## src/rtl/alu_seq.sv

```systemverilog
// ---------------------------------------------------------------------------
// alu_seq -- sequential ALU with single-cycle logic/arith/shift operations and
// iterative (one bit per cycle) unsigned multiply and restoring divide.
//
// Ports
//   clk                 : rising-edge clock
//   reset               : asynchronous active-high reset
//   start               : operation request, sampled only while idle
//   operand1, operand2  : DATA_WIDTH operands, captured on accept
//   opCode              : SEL_WIDTH operation select, captured on accept
//   busy                : high whenever the FSM is not idle
//   done                : one-cycle pulse, results valid
//   result, resultHigh  : low / high result words
//   carryOut, zero, overflow, divByZero : status flags
// ---------------------------------------------------------------------------
module alu_seq #(
   parameter int DATA_WIDTH = 8,
   parameter int SEL_WIDTH  = 4
) (
   input  logic                  clk,
   input  logic                  reset,
   input  logic                  start,
   input  logic [DATA_WIDTH-1:0] operand1,
   input  logic [DATA_WIDTH-1:0] operand2,
   input  logic [SEL_WIDTH-1:0]  opCode,
   output logic                  busy,
   output logic                  done,
   output logic [DATA_WIDTH-1:0] result,
   output logic [DATA_WIDTH-1:0] resultHigh,
   output logic                  carryOut,
   output logic                  zero,
   output logic                  overflow,
   output logic                  divByZero
);

   localparam int W  = DATA_WIDTH;
   localparam int SW = $clog2(DATA_WIDTH);
   localparam int CW = $clog2(DATA_WIDTH);

   localparam logic [SEL_WIDTH-1:0] OP_ADD = SEL_WIDTH'(4'd0);
   localparam logic [SEL_WIDTH-1:0] OP_SUB = SEL_WIDTH'(4'd1);
   localparam logic [SEL_WIDTH-1:0] OP_AND = SEL_WIDTH'(4'd2);
   localparam logic [SEL_WIDTH-1:0] OP_OR  = SEL_WIDTH'(4'd3);
   localparam logic [SEL_WIDTH-1:0] OP_XOR = SEL_WIDTH'(4'd4);
   localparam logic [SEL_WIDTH-1:0] OP_NOT = SEL_WIDTH'(4'd5);
   localparam logic [SEL_WIDTH-1:0] OP_SHL = SEL_WIDTH'(4'd6);
   localparam logic [SEL_WIDTH-1:0] OP_SHR = SEL_WIDTH'(4'd7);
   localparam logic [SEL_WIDTH-1:0] OP_SRA = SEL_WIDTH'(4'd8);
   localparam logic [SEL_WIDTH-1:0] OP_MUL = SEL_WIDTH'(4'd9);
   localparam logic [SEL_WIDTH-1:0] OP_DIV = SEL_WIDTH'(4'd10);

   typedef enum logic [1:0] {
      S_IDLE = 2'd0,
      S_CALC = 2'd1,
      S_DONE = 2'd2
   } state_t;

   state_t               state_q, state_d;
   logic [2*W-1:0]       work_q, work_d;     // MUL: {partial hi, multiplier}; DIV: {remainder, quotient}
   logic [W-1:0]         op2_q, op2_d;
   logic [SEL_WIDTH-1:0] opc_q, opc_d;
   logic [CW-1:0]        cnt_q, cnt_d;
   logic [W-1:0]         res_q, res_d, hi_q, hi_d;
   logic                 carry_q, carry_d, zero_q, zero_d;
   logic                 ovf_q, ovf_d, dbz_q, dbz_d;

   // Single-cycle datapath, evaluated directly on the live inputs at accept.
   logic [SW-1:0]        shamt_s;
   logic [W:0]           add_s, sub_s, shl_s, shr_s, sra_s;
   logic signed [W:0]    sra_in_s;
   logic [W-1:0]         alu_res_s, alu_hi_s;
   logic                 alu_c_s, alu_v_s, alu_dbz_s;

   assign shamt_s  = SW'(32'(operand2) % DATA_WIDTH);
   assign add_s    = {1'b0, operand1} + {1'b0, operand2};
   assign sub_s    = {1'b0, operand1} - {1'b0, operand2};
   // Shifts run one bit wider so the last bit shifted out lands in a fixed slot.
   assign shl_s    = {1'b0, operand1} << shamt_s;
   assign shr_s    = {operand1, 1'b0} >> shamt_s;
   assign sra_in_s = {operand1, 1'b0};
   assign sra_s    = sra_in_s >>> shamt_s;

   // Iteration step datapaths.
   logic [W:0]     mul_sum_s, div_shift_s, div_sub_s;
   logic           div_ge_s;
   logic [2*W-1:0] mul_next_s, div_next_s;

   assign mul_sum_s   = {1'b0, work_q[2*W-1:W]} +
                        (work_q[0] ? {1'b0, op2_q} : {(W+1){1'b0}});
   assign mul_next_s  = {mul_sum_s, work_q[W-1:1]};
   assign div_shift_s = {work_q[2*W-1:W], work_q[W-1]};
   assign div_ge_s    = (div_shift_s >= {1'b0, op2_q});
   assign div_sub_s   = div_shift_s - {1'b0, op2_q};
   assign div_next_s  = div_ge_s ? {div_sub_s[W-1:0],   work_q[W-2:0], 1'b1}
                                 : {div_shift_s[W-1:0], work_q[W-2:0], 1'b0};

   // Single-cycle operation results and flags.
   always_comb begin
      alu_res_s = '0;
      alu_hi_s  = '0;
      alu_c_s   = 1'b0;
      alu_v_s   = 1'b0;
      alu_dbz_s = 1'b0;
      case (opCode)
         OP_ADD: begin
            alu_res_s = add_s[W-1:0];
            alu_c_s   = add_s[W];
            alu_v_s   = (operand1[W-1] == operand2[W-1]) && (add_s[W-1] != operand1[W-1]);
         end
         OP_SUB: begin
            alu_res_s = sub_s[W-1:0];
            alu_c_s   = sub_s[W];
            alu_v_s   = (operand1[W-1] != operand2[W-1]) && (sub_s[W-1] != operand1[W-1]);
         end
         OP_AND: alu_res_s = operand1 & operand2;
         OP_OR:  alu_res_s = operand1 | operand2;
         OP_XOR: alu_res_s = operand1 ^ operand2;
         OP_NOT: alu_res_s = ~operand1;
         OP_SHL: begin
            alu_res_s = shl_s[W-1:0];
            alu_c_s   = shl_s[W];
         end
         OP_SHR: begin
            alu_res_s = shr_s[W:1];
            alu_c_s   = shr_s[0];
         end
         OP_SRA: begin
            alu_res_s = sra_s[W:1];
            alu_c_s   = sra_s[0];
         end
         OP_DIV: begin
            // Only the divide-by-zero case completes in a single cycle.
            if (operand2 == '0) begin
               alu_res_s = '1;
               alu_hi_s  = operand1;
               alu_dbz_s = 1'b1;
            end else begin
               alu_dbz_s = 1'b0;
            end
         end
         default: alu_res_s = '0;   // MUL handled iteratively; reserved codes give zero
      endcase
   end

   // Next-state, iteration and output-register update logic.
   always_comb begin
      state_d = state_q;
      work_d  = work_q;
      op2_d   = op2_q;
      opc_d   = opc_q;
      cnt_d   = cnt_q;
      res_d   = res_q;
      hi_d    = hi_q;
      carry_d = carry_q;
      zero_d  = zero_q;
      ovf_d   = ovf_q;
      dbz_d   = dbz_q;
      case (state_q)
         S_IDLE: begin
            if (start) begin
               op2_d = operand2;
               opc_d = opCode;
               if ((opCode == OP_MUL) || ((opCode == OP_DIV) && (operand2 != '0))) begin
                  work_d  = {{W{1'b0}}, operand1};
                  cnt_d   = '0;
                  state_d = S_CALC;
               end else begin
                  res_d   = alu_res_s;
                  hi_d    = alu_hi_s;
                  carry_d = alu_c_s;
                  ovf_d   = alu_v_s;
                  dbz_d   = alu_dbz_s;
                  zero_d  = (alu_res_s == '0) && (alu_hi_s == '0);
                  state_d = S_DONE;
               end
            end else begin
               state_d = S_IDLE;
            end
         end
         S_CALC: begin
            work_d = (opc_q == OP_MUL) ? mul_next_s : div_next_s;
            cnt_d  = cnt_q + CW'(1);
            if (cnt_q == CW'(DATA_WIDTH - 1)) begin
               cnt_d   = '0;
               res_d   = work_d[W-1:0];
               hi_d    = work_d[2*W-1:W];
               carry_d = 1'b0;
               dbz_d   = 1'b0;
               ovf_d   = (opc_q == OP_MUL) && (work_d[2*W-1:W] != '0);
               zero_d  = (work_d == '0);
               state_d = S_DONE;
            end else begin
               state_d = S_CALC;
            end
         end
         S_DONE:  state_d = S_IDLE;
         default: state_d = S_IDLE;
      endcase
   end

   // State and datapath registers.
   always_ff @(posedge clk or posedge reset) begin
      if (reset) begin
         state_q <= S_IDLE;
         work_q  <= '0;
         op2_q   <= '0;
         opc_q   <= '0;
         cnt_q   <= '0;
         res_q   <= '0;
         hi_q    <= '0;
         carry_q <= 1'b0;
         zero_q  <= 1'b0;
         ovf_q   <= 1'b0;
         dbz_q   <= 1'b0;
      end else begin
         state_q <= state_d;
         work_q  <= work_d;
         op2_q   <= op2_d;
         opc_q   <= opc_d;
         cnt_q   <= cnt_d;
         res_q   <= res_d;
         hi_q    <= hi_d;
         carry_q <= carry_d;
         zero_q  <= zero_d;
         ovf_q   <= ovf_d;
         dbz_q   <= dbz_d;
      end
   end

   assign busy       = (state_q != S_IDLE);
   assign done       = (state_q == S_DONE);
   assign result     = res_q;
   assign resultHigh = hi_q;
   assign carryOut   = carry_q;
   assign zero       = zero_q;
   assign overflow   = ovf_q;
   assign divByZero  = dbz_q;

endmodule

```

## config.mk

```make
export PLATFORM = sky130hd
export DESIGN_NAME = alu_seq
export DESIGN_NICKNAME = d
export VERILOG_FILES = /design/src/rtl/alu_seq.sv
export SDC_FILE = /design/constraint.sdc
export NUM_CORES = 1
export LEC_CHECK = 0
export CAP_MARGIN = 40
export CORE_MARGIN = 3
export CORE_UTILIZATION = 50
export CTS_CLUSTER_DIAMETER = 60
export DETAILED_ROUTE_END_ITERATION = 8
export DONT_BUFFER_PORTS = 1
export GPL_TIMING_DRIVEN = 0
export SLEW_MARGIN = 20
export SYNTH_ARGS = -nofsm -noshare
export SYNTH_HDL_FRONTEND = slang
export SYNTH_SLANG_ARGS = --single-unit
```

## constraint.sdc

```tcl
create_clock -name clk -period 2.94 [get_ports clk]
set_input_delay 0.588 -clock clk [delete_from_list [all_inputs] [get_ports clk]]
set_output_delay 0.588 -clock clk [all_outputs]
set_load 0.01 [all_outputs]
```

==> impl_results.md <==
* Die Wd at 109 µm
* Port Buffer Count at 0
* Mapped Area at 5330 µm²
* Worst Clk Skew at 0.00885 ns
* Die Area at 11,900 µm²
* Post-route ant nets at 0
* Die H at 109 µm
* Final WL at 18.0 mm
* Drt drc at 0
* Worst R2R Path Depth at 11
* Peak supply drop at roughly 0.32 mV
* Area grow syn2layout at 8.08%
* DR WL/cell at 22.4 µm
* Critical path arrival at between 3 and 4 ns
* Filler cells at 988
* FP Rows at 37
* Worst hold path class: in -> async
* Mapped Nets at a little over 700
* Placer Congestion at 1.09
* Post-synth top area cell: dfrtp_1
* First-pass GRT wire length at 27.5 mm
* Max-slew headroom at 0.517
* Final Util at 0.558
* Seq cells post-synth at 53
* Clk_lat worst skew at 0.32 ns
* Fmax at around 0.35 GHz
* H-tree depth at 2
* Yosys top cell area share at 0.249
* Most frequent cell after synthesis: nand2_1
* Routed vias at around 5,200
* P_leak at 2.53 nW
* Drt first-iter violations at 400
* Post-synth top flop: dfrtp_1
* Post-route worst setup slack at 0.0877 ns
* Total CTS buffers at 5
* Largest net degree at the start of global routing at 29
* Critical path type: in -> reg
* Setup TNS Final at 0 ns
* Tcrit/Tclk final at 0.970
* Grt ovf at 0
* Total power at around 3.8 mW
* Worst hold slack at approximately 0.19 ns
* Result of the run: finished clean
* Max Cap Viol at 0
* Vias in the first global route at approximately 5,100
* Power density over the cells at between 600 and 700 nW/µm²
* R2r startpoint: work_q[0]
* Worst setup SP type: primary input
* Top cells by count, synth: nand2_1, o21ai_0, dfrtp_1
* Min cycle time layout at 2.85 ns
* Longest Clk Path Bufs at 2
* Share of cells above drive strength 1 at 0.120
* Distinct cells, synth at 71
* DP Area at 5540 µm²
* Syn Inst Count at 655
* Yosys warning count at 0
* Final Max Slew Viols at 0
* Hold-fix buffers, CTS at 0
* GRT Util Overall at 0.303
* DR pass1 iterations at 5
* Nets@finish at 738
* Hold Fails Final Rpt at 0
* CTS tree: done
* Crit Path Max Fanout at 10
* Via/cell ratio at 6.47
* Synth area leaders: dfrtp_1, ha_1, o21ai_0
* Multi-input logic area at 3740 µm²
* WL met3 at 1.09 mm
* Clk sinks at 53
* Reg clk slew, reported paths at 0.10 ns
* Area of the core at 10,300 µm²
* Clk root buf: clkbuf_8
* Met2 wire len at 8.59 mm
* Dpl cells at 793
* Worst-Margin Slew at 0.723 ns
* Antenna diode count at 0
* IO Pins at 45
* Post-route cell area at 5760 µm²
* Sequential area share after synthesis at 0.249
* Post-detail-place hpwl at 14.1 mm
* Worst r2r dst: overflow
* Required time of the critical path at between 3 and 4 ns
* Initial antenna violation count at 0
* Worst setup EP type: flop
* Wl on met1 at ~7.4 mm
* R2R setup slack at 0.10 ns
* FFs w/ async S/R, synth at 1.00
* Pre-CTS setup slack at -0.820 ns
* Finish-stage setup viols at 0
* Syn Area/Cell at roughly 8.1 µm²
* Initial Utilization at 0.516
* Sequential cell area at 1330 µm²
* Crit. Startpoint: operand1[3]
* Highest metal used: met4
* Non-filler instance count after layout at roughly 800
* Post-synth EDFFs at 0
==> repair_timing <==
| item | 4_1_cts | 5_1_grt |
|---|---|---|
| gates resized for setup | 18 | 19 |
| setup buffers | 1 | 3 |
| pin swaps | 2 | 7 |
| setup endpoints to repair | 9 | 6 |
==> state kept, by name, summed over array words and instances, names as in the netlist <==
signal      flops
work_q         16
op2_q           8
resultHigh      8
result          8
opc_q           4
cnt_q           3
state_q         2
carryOut        1
divByZero       1
overflow        1
zero            1
==> critical path, stage by stage <==
cell	delay [ns]
clkbuf_4	0.21
inv_1	0.13
ha_2	0.41
nor3_1	0.08
or3_1	0.36
a221o_1	0.34
xnor2_1	0.19
a311oi_2	0.39
nand4b_1	0.20
a31oi_1	0.19
==> kinds of logic after synthesis <==
family	count (synthesis)	synth area share
simple gates	216	0.208
compound gates	213	0.268
buf+inv	81	0.0643
flops	53	0.249
fa+ha+maj	48	0.118
mux	28	0.0657
xor+xnor	16	0.0263
==> power breakdown <==
group | leakage (nW) | switching, mW | internal, mW
Sequential | 0.677 | 0.237 | 0.951
Combinational | 1.81 | 1.26 | 0.886
Clock | 0.0456 | 0.257 | 0.171
Total | 2.53 | 1.76 | 2.01
==> cell type report <==
class | count | area share
tap | 136 | 0.0295
clock buffer | 6 | 0.0126
multi-input combinational | 521 | 0.650
sequential | 53 | 0.231
timing repair buffer | 6 | 0.00956
buffer | 41 | 0.0380
inverter | 39 | 0.0274
clock inverter | 2 | 0.00239
==> layer usage <==
layer / vias up / global-route usage
met5: - / 0
li1: 2438 / -
met1: 2500 / 0.365
met2: 211 / 0.522
met3: 53 / 0.0462
met4: 0 / 0.152
==> cell usage in the layout, fill, tap and decap left out, types with 6 or more instances in the layout <==
cell type  synthesis  final
a21o_1            13     13
nand2_1           67     67
o21a_1             7      7
and3_1             9      9
and2_1            11     11
buf_2             13     12
or3_1              7      7
a22oi_1            9      9
nor2b_1           10     10
nand3_1           12     12
a211oi_1           9      7
nor2_1            38     38
dfrtp_1           53     52
o21ai_0           55     54
o22ai_1            7      6
a31oi_1           16     15
clkbuf_1          26     20
mux2i_1           17     17
xor2_1             8      8
o31ai_1           10      7
inv_1             36     33
xnor2_1            8      8
mux2_2             6      6
a21oi_1           34     32
o221ai_1           6      6
ha_1              44     43
nor3_1            15     14
nand2b_1           9      9
==> worst max-delay path by stage <==
stage	endpoint	slack [ns]	cells after the start
final	zero	0.09	10
after global routing	overflow	-0.004	11
after CTS	overflow	0.01	11
after detailed placement	zero	-0.82	10
after global placement	zero	-0.82	10
after floorplan	zero	0.02	12
Note: power is estimated with default switching activity, not from simulation.
